File: src/rtl/uart_pkg.sv
// Shared UART definitions: receive FSM states, frame constants and baud divisor helper.
package uart_pkg;

  localparam int unsigned DATA_BITS = 8;
  localparam int unsigned STOP_BITS = 1;

  typedef enum logic [2:0] {
    IDLE,
    START,
    DATA,
    STOP,
    WAIT_IDLE
  } uart_rx_state_t;

  function automatic int unsigned baud_div(input int unsigned clock_freq,
                                           input int unsigned baud_rate);
    return clock_freq / baud_rate;
  endfunction

endpackage

File: src/rtl/uart_rx_fifo.sv
// Synchronous show-ahead FIFO; rd_data shows the head and reads as zero while empty.
module uart_rx_fifo #(
  parameter int unsigned DEPTH = 32,
  parameter int unsigned WIDTH = 8
) (
  input  logic             clk,
  input  logic             rst_n,
  input  logic             wr_en,
  input  logic [WIDTH-1:0] wr_data,
  input  logic             rd_en,
  output logic [WIDTH-1:0] rd_data,
  output logic             empty,
  output logic             full
);

  localparam int unsigned AW = $clog2(DEPTH);

  logic [WIDTH-1:0] r_mem [DEPTH];
  logic [AW-1:0]    r_wptr;
  logic [AW-1:0]    r_rptr;
  logic [AW:0]      r_count;
  logic             w_do_rd;
  logic             w_do_wr;

  assign empty   = (r_count == '0);
  assign full    = (r_count == (AW+1)'(DEPTH));
  // A pop in the same cycle frees a slot, so a push into a full FIFO still lands.
  assign w_do_rd = rd_en && !empty;
  assign w_do_wr = wr_en && (!full || w_do_rd);
  assign rd_data = empty ? '0 : r_mem[r_rptr];

  always_ff @(posedge clk) begin
    if (w_do_wr) r_mem[r_wptr] <= wr_data;
  end

  always_ff @(posedge clk) begin
    if (!rst_n) begin
      r_wptr  <= '0;
      r_rptr  <= '0;
      r_count <= '0;
    end else begin
      if (w_do_wr) r_wptr <= r_wptr + 1'b1;
      if (w_do_rd) r_rptr <= r_rptr + 1'b1;
      if (w_do_wr && !w_do_rd)      r_count <= r_count + 1'b1;
      else if (w_do_rd && !w_do_wr) r_count <= r_count - 1'b1;
    end
  end

endmodule

File: src/rtl/uart_receiver.sv
// 8N1 UART receiver: synchronizer, mid-bit sampling FSM, receive FIFO and sticky error flags.
module uart_receiver
  import uart_pkg::*;
#(
  parameter int unsigned CLOCK_FREQ  = 50000000,
  parameter int unsigned BAUD_RATE   = 115200,
  parameter int unsigned BUFFER_SIZE = 32
) (
  input  logic       clk,
  input  logic       rst_n,
  input  logic       rx,
  input  logic       read_en,
  input  logic       clear_errors,
  output logic [7:0] rd_data,
  output logic       rx_empty,
  output logic       rx_full,
  output logic       frame_error,
  output logic       overrun,
  output logic       busy
);

  localparam int unsigned DIV  = baud_div(CLOCK_FREQ, BAUD_RATE);
  localparam int unsigned HALF = DIV / 2;
  localparam int unsigned CW   = $clog2(DIV);
  localparam int unsigned IW   = $clog2(DATA_BITS);
  localparam logic [CW-1:0] DIV_M1  = CW'(DIV - 1);
  localparam logic [CW-1:0] HALF_M1 = CW'(HALF - 1);
  localparam logic [IW-1:0] LAST_BIT = IW'(DATA_BITS - 1);

  if (DIV < 4) begin : g_bad_div
    $error("uart_receiver: CLOCK_FREQ/BAUD_RATE must be at least 4");
  end
  if (BUFFER_SIZE < 2 || (BUFFER_SIZE & (BUFFER_SIZE - 1)) != 0) begin : g_bad_depth
    $error("uart_receiver: BUFFER_SIZE must be a power of two >= 2");
  end
  if (STOP_BITS != 1) begin : g_bad_stop
    $error("uart_receiver: only one stop bit is supported");
  end

  uart_rx_state_t       r_state;
  uart_rx_state_t       w_next;
  logic                 r_sync1;
  logic                 r_sync2;
  logic                 w_rx_s;
  logic [CW-1:0]        r_cnt;
  logic [IW-1:0]        r_idx;
  logic [DATA_BITS-1:0] r_shift;
  logic                 r_fe;
  logic                 r_ovr;
  logic                 w_tick;
  logic                 w_push;
  logic                 w_set_fe;
  logic                 w_set_ovr;
  logic                 w_can_accept;
  logic                 w_fifo_empty;
  logic                 w_fifo_full;

  assign w_rx_s = r_sync2;

  always_ff @(posedge clk) begin
    if (!rst_n) begin
      r_sync1 <= 1'b1;
      r_sync2 <= 1'b1;
    end else begin
      r_sync1 <= rx;
      r_sync2 <= r_sync1;
    end
  end

  always_ff @(posedge clk) begin
    if (!rst_n) r_state <= IDLE;
    else        r_state <= w_next;
  end

  // START checks at mid-bit; later states sample one full bit period apart.
  assign w_tick = (r_state == START) ? (r_cnt == HALF_M1) : (r_cnt == DIV_M1);

  always_comb begin
    w_next = r_state;
    unique case (r_state)
      IDLE:      if (!w_rx_s) w_next = START;
      START:     if (w_tick) w_next = w_rx_s ? IDLE : DATA;
      DATA:      if (w_tick && r_idx == LAST_BIT) w_next = STOP;
      STOP:      if (w_tick) w_next = w_rx_s ? IDLE : WAIT_IDLE;
      WAIT_IDLE: if (w_rx_s) w_next = IDLE;
      default:   w_next = IDLE;
    endcase
  end

  assign w_can_accept = !w_fifo_full || (read_en && !w_fifo_empty);

  always_comb begin
    w_push    = 1'b0;
    w_set_fe  = 1'b0;
    w_set_ovr = 1'b0;
    busy      = (r_state != IDLE);
    if (r_state == STOP && w_tick) begin
      w_push    = w_rx_s && w_can_accept;
      w_set_ovr = w_rx_s && !w_can_accept;
      w_set_fe  = !w_rx_s;
    end
  end

  always_ff @(posedge clk) begin
    if (!rst_n) begin
      r_cnt   <= '0;
      r_idx   <= '0;
      r_shift <= '0;
    end else begin
      if (r_state == IDLE || r_state == WAIT_IDLE || w_tick) r_cnt <= '0;
      else                                                     r_cnt <= r_cnt + 1'b1;
      if (r_state == IDLE) r_idx <= '0;
      if (r_state == DATA && w_tick) begin
        r_shift[r_idx] <= w_rx_s;
        r_idx          <= r_idx + 1'b1;
      end
    end
  end

  always_ff @(posedge clk) begin
    if (!rst_n) begin
      r_fe  <= 1'b0;
      r_ovr <= 1'b0;
    end else begin
      if (w_set_fe)          r_fe <= 1'b1;
      else if (clear_errors) r_fe <= 1'b0;
      if (w_set_ovr)         r_ovr <= 1'b1;
      else if (clear_errors) r_ovr <= 1'b0;
    end
  end

  uart_rx_fifo #(
    .DEPTH(BUFFER_SIZE),
    .WIDTH(DATA_BITS)
  ) u_fifo (
    .clk    (clk),
    .rst_n  (rst_n),
    .wr_en  (w_push),
    .wr_data(r_shift),
    .rd_en  (read_en),
    .rd_data(rd_data),
    .empty  (w_fifo_empty),
    .full   (w_fifo_full)
  );

  assign rx_empty    = w_fifo_empty;
  assign rx_full     = w_fifo_full;
  assign frame_error = r_fe;
  assign overrun     = r_ovr;

endmodule
File: config.mk
export PLATFORM = sky130hd
export DESIGN_NAME = uart_receiver
export DESIGN_NICKNAME = d
export VERILOG_FILES = /design/src/rtl/uart_pkg.sv /design/src/rtl/uart_rx_fifo.sv /design/src/rtl/uart_receiver.sv
export SDC_FILE = /design/constraint.sdc
export NUM_CORES = 1
export LEC_CHECK = 0
export BUFFER_PORTS_ARGS = -buffer_cell sky130_fd_sc_hd__buf_2
export CORE_MARGIN = 2
export CORE_UTILIZATION = 55
export CTS_CLUSTER_SIZE = 24
export DETAILED_ROUTE_END_ITERATION = 16
export HOLD_SLACK_MARGIN = 0.06
export PLACE_DENSITY = 0.71
export SYNTH_ARGS = -nofsm -noshare
export SYNTH_HDL_FRONTEND = slang
export SYNTH_HIERARCHICAL = 1
export SYNTH_SLANG_ARGS = --single-unit
File: constraint.sdc
create_clock -name clk -period 3.35 [get_ports clk]
set_clock_uncertainty 0.2 [all_clocks]
set_input_delay 0.1675 -clock clk [delete_from_list [all_inputs] [get_ports clk]]
set_output_delay 0.1675 -clock clk [all_outputs]
set_load 0.005 [all_outputs]
After elaboration in Yosys (flattened, before gate mapping)
Memories as Yosys holds them, arrays and structs flattened. A register that Yosys moved wholly into a read port is not among the register bits.
Index checks and enable logic that the tools add are counted.
- RAM bits: 256
- memories: 1
- output and inout port bits: 13
- bits in registers: 43
- bits of input ports: 5
- memory list (name ; words ; bits a word ; rd ports ; clocked after Yosys merged registers in ; write ports ; line ; source):
    u_fifo.r_mem ; 32 ; 8 ; 1 ; 1 ; 1 ; uart_rx_fifo.sv:18 ; logic [WIDTH-1:0] r_mem [DEPTH];
- reduce and logical (&&, ||, !) cells: 28
- order comparisons: 2
- equality and inequality tests: 13
- add/sub/neg operators: 6
- bitwise operators: 1
- multiplexer cells: 27
- operators with widths (operator ; number):
    $mux W3 ; 8
    $pmux W3 S5 ; 1
    $mux W6 ; 2
    $add A5 B1 Y5 const B ; 2
    $logic_and A1 B1 Y1 ; 10
    $mux W1 ; 10
    $mux W5 ; 2
    $ne A2 B2 Y1 const B ; 5
    $add A9 B1 Y9 const B ; 1
    $eq A9 B8 Y1 const B ; 1
    $eq A9 B9 Y1 const B ; 1
    $bwmux W8 ; 1
    $mux W8 ; 1
    $reduce_bool A2 Y1 ; 4
    $add A6 B1 Y6 const B ; 1
    $eq A3 B2 Y1 const B ; 2
    $eq A3 B3 Y1 const B ; 2
    $eq A6 B6 Y1 const B ; 1
    $logic_not A1 Y1 ; 6
    $logic_not A6 Y1 ; 1
    $sub A6 B1 Y6 const B ; 1
    $reduce_and A5 Y1 ; 1
    $lt A3 B4 Y1 const B ; 1
    $add A3 B1 Y3 const B ; 1
    9 further kinds ; 11

Longest topological paths before layout
Gate-level depths: netlist of the first run.
- depth after elaboration: 11
- mapped depth: 16

Modules after synthesis
The synthesis of the first run kept the hierarchy.
- by module, submodules not included (module ; times used ; cells an instance ; area each (sq um)):
    uart_rx_fifo ; 1 ; 551 ; 11075.6
    uart_receiver ; 1 ; 176 ; 1437.6

Worst setup path before layout of the first run
Ideal clock, no wire load.
- kind: flip-flop to flip-flop
- from: register r_cnt[2]
- to: register u_fifo.r_count[4]
- stages on the path, launching flop included: 16
- library setup time: 59 ps
- buffers on the path: 1
- setup slack: -246 ps
- arrival time: 3337 ps
- data required time: 3091 ps
- cell sequence: dfxtp_1 clkbuf_1 nor4bb_1 nand2_1 a211oi_1 and3_1 inv_1 a41oi_2 ha_1 inv_1 ha_1 nor2b_1 o21a_1 o21a_1 o31ai_1 and2_1
- cells in the longest elaborated chain, start to end: 8
- elaborated cells on any way between the ends: 11
- ends and longest elaborated chain (item ; line ; source):
    start, declared ; uart_receiver.sv:45 ; logic [CW-1:0] r_cnt;
    start signal, assigned ; uart_receiver.sv:111 ; else r_cnt <= r_cnt + 1'b1;
    $eq A9 B9 Y1 / $eq A9 B8 Y1 (equally long branches) ; uart_receiver.sv:76 ; assign w_tick = (r_state == START) ? (r_cnt == HALF_M1) : (r_cnt == DIV_M1);
    $mux W1 (*) ; uart_receiver.sv:76 ;
    $logic_and A1 B1 Y1 (*) ; uart_receiver.sv:97 ; if (r_state == STOP && w_tick) begin
    $mux W1 (*) ; uart_receiver.sv:97 ;
    net w_push ; uart_receiver.sv:51 ; logic w_push;
    $logic_and A1 B1 Y1 (*) ; uart_rx_fifo.sv:29 ; assign w_do_wr = wr_en && (!full || w_do_rd);
    net u_fifo.w_do_wr ; uart_rx_fifo.sv:23 ; logic w_do_wr;
    $logic_not A1 Y1 ; uart_rx_fifo.sv:45 ; else if (w_do_rd && !w_do_wr) r_count <= r_count - 1'b1;
    $logic_and A1 B1 Y1 ; uart_rx_fifo.sv:45 ;
    $reduce_bool A2 Y1 (no line) ; - ;
    end signal, assigned ; uart_rx_fifo.sv:44 ; if (w_do_wr && !w_do_rd) r_count <= r_count + 1'b1;
    end signal, assigned ; uart_rx_fifo.sv:45 ;
    end, declared ; uart_rx_fifo.sv:21 ; logic [AW:0] r_count;
Mark *: on every way through the listed nets, which the timed path passes. The rest lies on a longest branch.
A chain may end at the register's enable or synchronous reset.

Worst setup path after layout of the first run
- from: register r_cnt[1]
- to: register u_fifo.r_count[5]
The elaborated chain is that of the path after synthesis.

==> results of run 1 <==
[worst max-delay path, stage by stage, from the launching register on]
cell	delay [ns]
dfxtp_2	0.35
nor4bb_4	0.39
nand2_2	0.13
a211oi_2	0.28
and3_1	0.19
inv_1	0.07
a41oi_4	0.21
ha_4	0.20
clkinvlp_4	0.17
ha_1	0.36
a21oi_2	0.15
a21boi_1	0.11
o21ai_1	0.19
a21o_1	0.11
nand4_1	0.08
[layer usage]
| metal | vias to the layer above | wire [µm] |
|---|---|---|
| li1 | 3059 | - |
| met1 | 3512 | 10800 |
| met2 | 237 | 12900 |
| met3 | 52 | 1610 |
| met4 | 0 | 642 |
| met5 | - | 0 |
[layout by cell type, fill, tap and decap left out, drive strengths merged, types with 3 or more instances in the layout]
cell type      n
nand2         27
o21ai         12
or3            6
dfxtp         48
o221ai         8
mux2i          8
nand3         23
nor2b          6
xor2           4
inv           23
nand3b         3
nor2          58
clkbuf        31
a31oi          3
nand2b        11
o31ai          5
a41oi          3
o21a           3
and3           5
a21oi         19
clkinv        15
dlygate4sd3    6
bufinv         4
edfxtp       256
xnor2         12
clkinvlp       6
nand4          7
ha            14
a21boi         3
and2          16
mux4          72
buf           78
a221oi         8
[final timing paths]
path	start	end	slack, ns
min reg2reg	r_sync1	r_sync2	0.22
min	r_sync1	r_sync2	0.22
max reg2reg	r_cnt[1]	u_fifo/r_count[5]	0.02
max	r_cnt[1]	u_fifo/r_count[5]	0.02
[registers in the layout, summed over array words and instances (netlist names), named ones only]
name / cells
r_state: 3
r_shift: 8
u_fifo/r_wptr: 5
u_fifo/r_count: 6
overrun: 1
r_idx: 3
r_sync1: 1
r_sync2: 1
r_cnt: 9
u_fifo/r_rptr: 5
frame_error: 1
u_fifo/r_mem: 256
[power breakdown]
group          total (µW)  internal [µW]  switching (µW)
combinational        1900            970             934
sequential           4210           4100             112
clock                3310           1940            1370
[kinds of logic after synthesis]
logic type | after synthesis | synth area share, %
buffers and inverters | 60 | 2.42
adders and majority gates | 15 | 1.56
and+or+nand+nor | 173 | 7.25
muxes | 80 | 14.0
DFF | 304 | 69.1
xor gates and xnor gates | 16 | 1.12
AOI/OAI and AO/OA | 79 | 4.55
[layout make-up]
class / instances / area [µm²] / share of cell area (%)
flip-flops and latches: 304 / 8660 / 60.3
multi-input cells: 363 / 3620 / 25.3
clock buffers: 31 / 754 / 5.26
repair buffers: 84 / 636 / 4.43
well taps: 285 / 357 / 2.48
clock inverters: 24 / 231 / 1.61
inverters: 24 / 93.8 / 0.654
[stage by stage]
step | setup slack [ns] | cells | power (µW)
floorplan | 0.0360 | 727 | 5610
global placement | 0.143 | 1045 | 6070
detailed placement | -0.0552 | 1045 | 6130
CTS | 0.00847 | 1106 | 9420
global route | -0.123 | 1115 | 9790
finish | 0.0193 | 1115 | 9430
[timing repair]
action | in CTS | in global routing
buffers inserted | 0 | 9
pin swaps | 0 | 6
resized for setup | 1 | 10
hold endpoints to repair | 31 | 0
endpoints found under the setup margin | 2 | 8
hold buffers | 6 | 0
==> impl_metrics.tcl, run 1 <==
set metrics [dict create \
    synth_area_leaders "edfxtp_1 (61%), mux4_2 (11%), dfxtp_1 (7.7%)" \
    worst_setup_path_start_kind "flip-flop" \
    hold_violations 0 \
    route.detailed.drc 0 \
    placed_area_um2 13200 \
    start_util_pct 55.6 \
    grt_pass1_vias 6898 \
    synthMostInstantiatedCell "edfxtp_1" \
    drtAntennaViolNets 0 \
    nNetsFinal 827 \
    max_freq_ghz 0.300 \
    final_max_slew_viol_count 0 \
    io_buffers 17 \
    grt_overflow 0 \
    cts-root-buf "clkbuf_16" \
    peakVddDrop_uv 460 \
    dp_hpwl_mm 15.8 \
    cts_max_level 1 \
    place_congestion 0.861 \
    synth.top_cell.area_share_pct 61.4 \
    final_area_um2 14400 \
    clk_latency_ns 0.56 \
    cp.required_ns 3.57 \
    end_kind "flip-flop" \
    wl_per_cell_um 23.3 \
    synth_edf_count 256 \
    ios 18 \
    diodes 0 \
    fill_cells 1545 \
    min_path_cells 1 \
    die-height_um 155 \
    maxCapViolCount 0 \
    power.density_nw_per_um2 657 \
    cts_inserted_buffers 30 \
    tightestPinTransition_ns 1.33 \
    syn_avg_cell_area_um2 17.2 \
    synth_nets 747 \
    netlist_instances 727 \
    drive_gt1_share_pct 24.5 \
    die_area_um2 24000 \
    utilization_pct 63.8 \
    antenna_found_initial 0 \
    grtUsageTotal_pct 21.6 \
    viasPerCell 6.15 \
    drtPass1Iterations 5 \
    grtUsageMet3_pct 3.53 \
    wirelength_mm 25.9 \
    setup_violations 0 \
    yosysTopAreaCell "edfxtp_1" \
    timing.final.crit_share_pct 99.4 \
    clock-sinks 304 \
    synth_commonest_cells "edfxtp_1 (256), mux4_2 (59), nor2_1 (58), dfxtp_1 (48), nand2_1 (26)" \
    setup_tns_ns 0 \
    slew_headroom_pct 10.9 \
    outcome "complete, no violations" \
    drt_iter0_markers 637 \
    syn_area_um2 12500 \
    grt_util_met1_pct 30.1 \
    grt_setup_unrepaired "yes" \
    clkTransAtPathRegs_ns 0.06 \
    grt_use_met2_pct 36.4 \
    cts_tree "yes" \
    clock_path_buffers 3 \
    syn_to_final_growth_pct 14.7 \
    crit_type "flip-flop to flip-flop" \
    synth.distinct_cells 62 \
    grt_max_degree 65 \
    fp.coreArea_um2 22500 \
    async_flop_share_pct 0 \
    grt_pass1_wl_mm 39.4 \
    leakage_uw 0.00469 \
    ys_ff_latch 304 \
    critPathArrivalTime_ns 3.55 \
    r2r_cells 14 \
    cp_max_fo 7 \
    hold_class "flip-flop to flip-flop" \
    top_usage_layer "met2" \
    num_vias 6860 \
    synth_warnings 6 \
    whs_ns 0.225 \
    fp-row-count 55 \
    synth_ff_type "edfxtp_1" \
    fp.dieW_um 155 \
    seq_area_frac_synth_pct 69.1 \
    min_period_ns 3.33 \
]
No activity file was read; power rests on OpenSTA's default activity.
==> run 2, diff against run 1 <==
--- a/config.mk
+++ b/config.mk
@@ -12,6 +12,7 @@
 export DETAILED_ROUTE_END_ITERATION = 16
 export HOLD_SLACK_MARGIN = 0.06
 export PLACE_DENSITY = 0.71
+export SETUP_SLACK_MARGIN = 0.3
 export SYNTH_ARGS = -nofsm -noshare
 export SYNTH_HDL_FRONTEND = slang
 export SYNTH_HIERARCHICAL = 1
==> run 2 against run 1 <==
Against the previous run:
- combinational power increased by 13%
- via count rose by 1.9%
- critical endpoint is now u_fifo/r_count[4]
- total power is 4.5% higher
- sequential share of layout area decreased by 1.2 points
- wire length is 2.3% higher
- largest cell class unchanged
==> impl_metrics.tcl, run 2 (synthesis results as in run 1) <==
set metrics [dict create \
    rrSetupSlack_ns 0.28 \
    tightestPinTransition_ns 1.29 \
    drtAntennaViolNets 0 \
    viasPerCell 6.16 \
    p_sw_share_pct 25.8 \
    maxUsedRoutingLayer "met4" \
    wl_met2_mm 13.2 \
    cp_max_fo 8 \
    peakVddDrop_uv 530 \
    layout_commonest_cell "edfxtp_1" \
    final_cell_mix "edfxtp_1 (256), buf_4 (72), mux4_2 (65)" \
    whs_endpoint "r_sync2" \
    wl_per_cell_um 23.4 \
    r2r_cells 14 \
    regMostFlops "u_fifo/r_mem" \
    cp.required_ns 3.64 \
    min-delay-start "r_sync1" \
    final_max_slew_viol_count 0 \
    r2r_start "r_cnt[6]" \
    cts-root-buf "clkbuf_16" \
    min_path_cells 1 \
    start_util_pct 55.6 \
    clkTransAtPathRegs_ns 0.06 \
    slew_headroom_pct 13.7 \
    fp.dieW_um 155 \
    drtPass1Iterations 5 \
    diodes 0 \
    internal_power_uw 7310 \
    largestRegisters "u_fifo/r_mem (256), r_cnt (9), r_shift (8)" \
    cts_max_level 1 \
    pwr-share-comb_pct 21.8 \
    reg2reg_to "u_fifo/r_count[4]" \
    ios 18 \
    fp.coreArea_um2 22500 \
    place_congestion 0.820 \
    maxCapViolCount 0 \
    die_area_um2 24000 \
    crit_type "flip-flop to flip-flop" \
    worst_setup_path_start_kind "flip-flop" \
    timing.final.crit_share_pct 91.6 \
    power.density_nw_per_um2 671 \
    wl_met3_mm 1.50 \
    syn_to_final_growth_pct 17.3 \
    hold_class "flip-flop to flip-flop" \
    grt_setup_unrepaired "yes" \
    critPathArrivalTime_ns 3.36 \
    drt_iter0_markers 661 \
    p_clk_share_pct 35.4 \
    drive_gt1_share_pct 29.6 \
    clock-sinks 304 \
    grt_pass1_wl_mm 40.0 \
    met1Wirelength_mm 11.4 \
    outcome "complete, no violations" \
    power.switching_uw 2540 \
    placed_area_um2 13200 \
    cts_tree "yes" \
    grtUsageTotal_pct 22.2 \
    nNetsFinal 845 \
    die-height_um 155 \
    largest_reg_flops 256 \
    max_freq_ghz 0.326 \
    cts_inserted_buffers 30 \
    clk_latency_ns 0.55 \
    io_buffers 17 \
    grt_max_degree 65 \
    dp_hpwl_mm 16.2 \
    setup_violations 0 \
    seq_power_share_pct 42.8 \
    num_vias 6991 \
    leakage_uw 0.00484 \
    setup_tns_ns 0 \
    route.detailed.drc 0 \
    hold_violations 0 \
    final_area_um2 14700 \
    grt_overflow 0 \
    grt_pass1_vias 6914 \
    wirelength_mm 26.5 \
    end_kind "flip-flop" \
    antenna_found_initial 0 \
    clock_path_buffers 3 \
    min_period_ns 3.07 \
    fp-row-count 55 \
]
==> run 2: cell type report <==
type                    count  area, µm²
clock buffers              36        793
inverters                  24       95.1
fillers                  1516       7830
well taps                 285        357
multi-input cells         363       3680
flip-flops and latches    304       8670
repair buffers            102        830
clock inverters            20        243
==> run 2: what timing repair did <==
action | in CTS | in global routing
hold endpoints to repair | 31 | 0
pin swaps | 11 | 10
endpoints found under the setup margin | 173 | 220
cloned | 0 | 2
resized for setup | 15 | 29
buffers inserted | 20 | 4
hold buffers | 6 | 0
==> run 2: layer usage <==
layer	GRT usage (%)	up-vias
met1	31.4	3634
met4	4.14	0
met2	37.5	243
met3	3.33	30
li1	-	3084
met5	0	-
==> run 2: how the worst max path moves through the flow <==
| stage | from | endpoint | slack (ns) | cells past startpoint |
|---|---|---|---|---|
| 2_1_floorplan | r_cnt[2] | u_fifo/r_count[4] | 0.21 | 15 |
| 3_3_place_gp | r_cnt[4] | u_fifo/r_count[4] | 0.18 | 14 |
| 3_5_place_dp | r_cnt[4] | u_fifo/r_count[5] | 0.02 | 14 |
| 4_1_cts | r_cnt[7] | u_fifo/r_count[4] | 0.30 | 14 |
| 5_1_grt | r_cnt[1] | u_fifo/r_count[4] | 0.17 | 14 |
| 6_report | r_cnt[6] | u_fifo/r_count[4] | 0.28 | 14 |
==> run 2: metrics by stage <==
stage | util, % | std cells | hold WS (ns) | worst slack (ns) | total power (µW)
global route | 65.2 | 1134 | 0.249 | 0.173 | 10200
finish | 65.2 | 1134 | 0.225 | 0.283 | 9850
detailed placement | 58.8 | 1046 | 0.174 | 0.0211 | 6150
floorplan | - | 727 | 0.0690 | 0.208 | 5630
global placement | 58.8 | 1046 | 0.159 | 0.175 | 6090
CTS | 64.6 | 1128 | 0.223 | 0.301 | 9750
==> run 2: power by group through the flow <==
stage / clock (µW) / sequential (µW) / combinational, µW
finish: 3480 / 4220 / 2150
global route: 3660 / 4230 / 2310
CTS: 3520 / 4200 / 2020
detailed placement: 0 / 4320 / 1840
global placement: 0 / 4310 / 1780
floorplan: 0 / 4220 / 1410
==> run 2: critical path, cell delays in order (launching register included) <==
cell	delay [ns]
dfxtp_2	0.32
and4bb_4	0.35
nand3_4	0.09
a211oi_4	0.31
and3_4	0.22
inv_2	0.04
a41oi_4	0.21
ha_4	0.21
inv_6	0.06
ha_4	0.21
nor2b_1	0.12
o21a_1	0.17
o21a_1	0.18
o31ai_2	0.19
and2_1	0.14
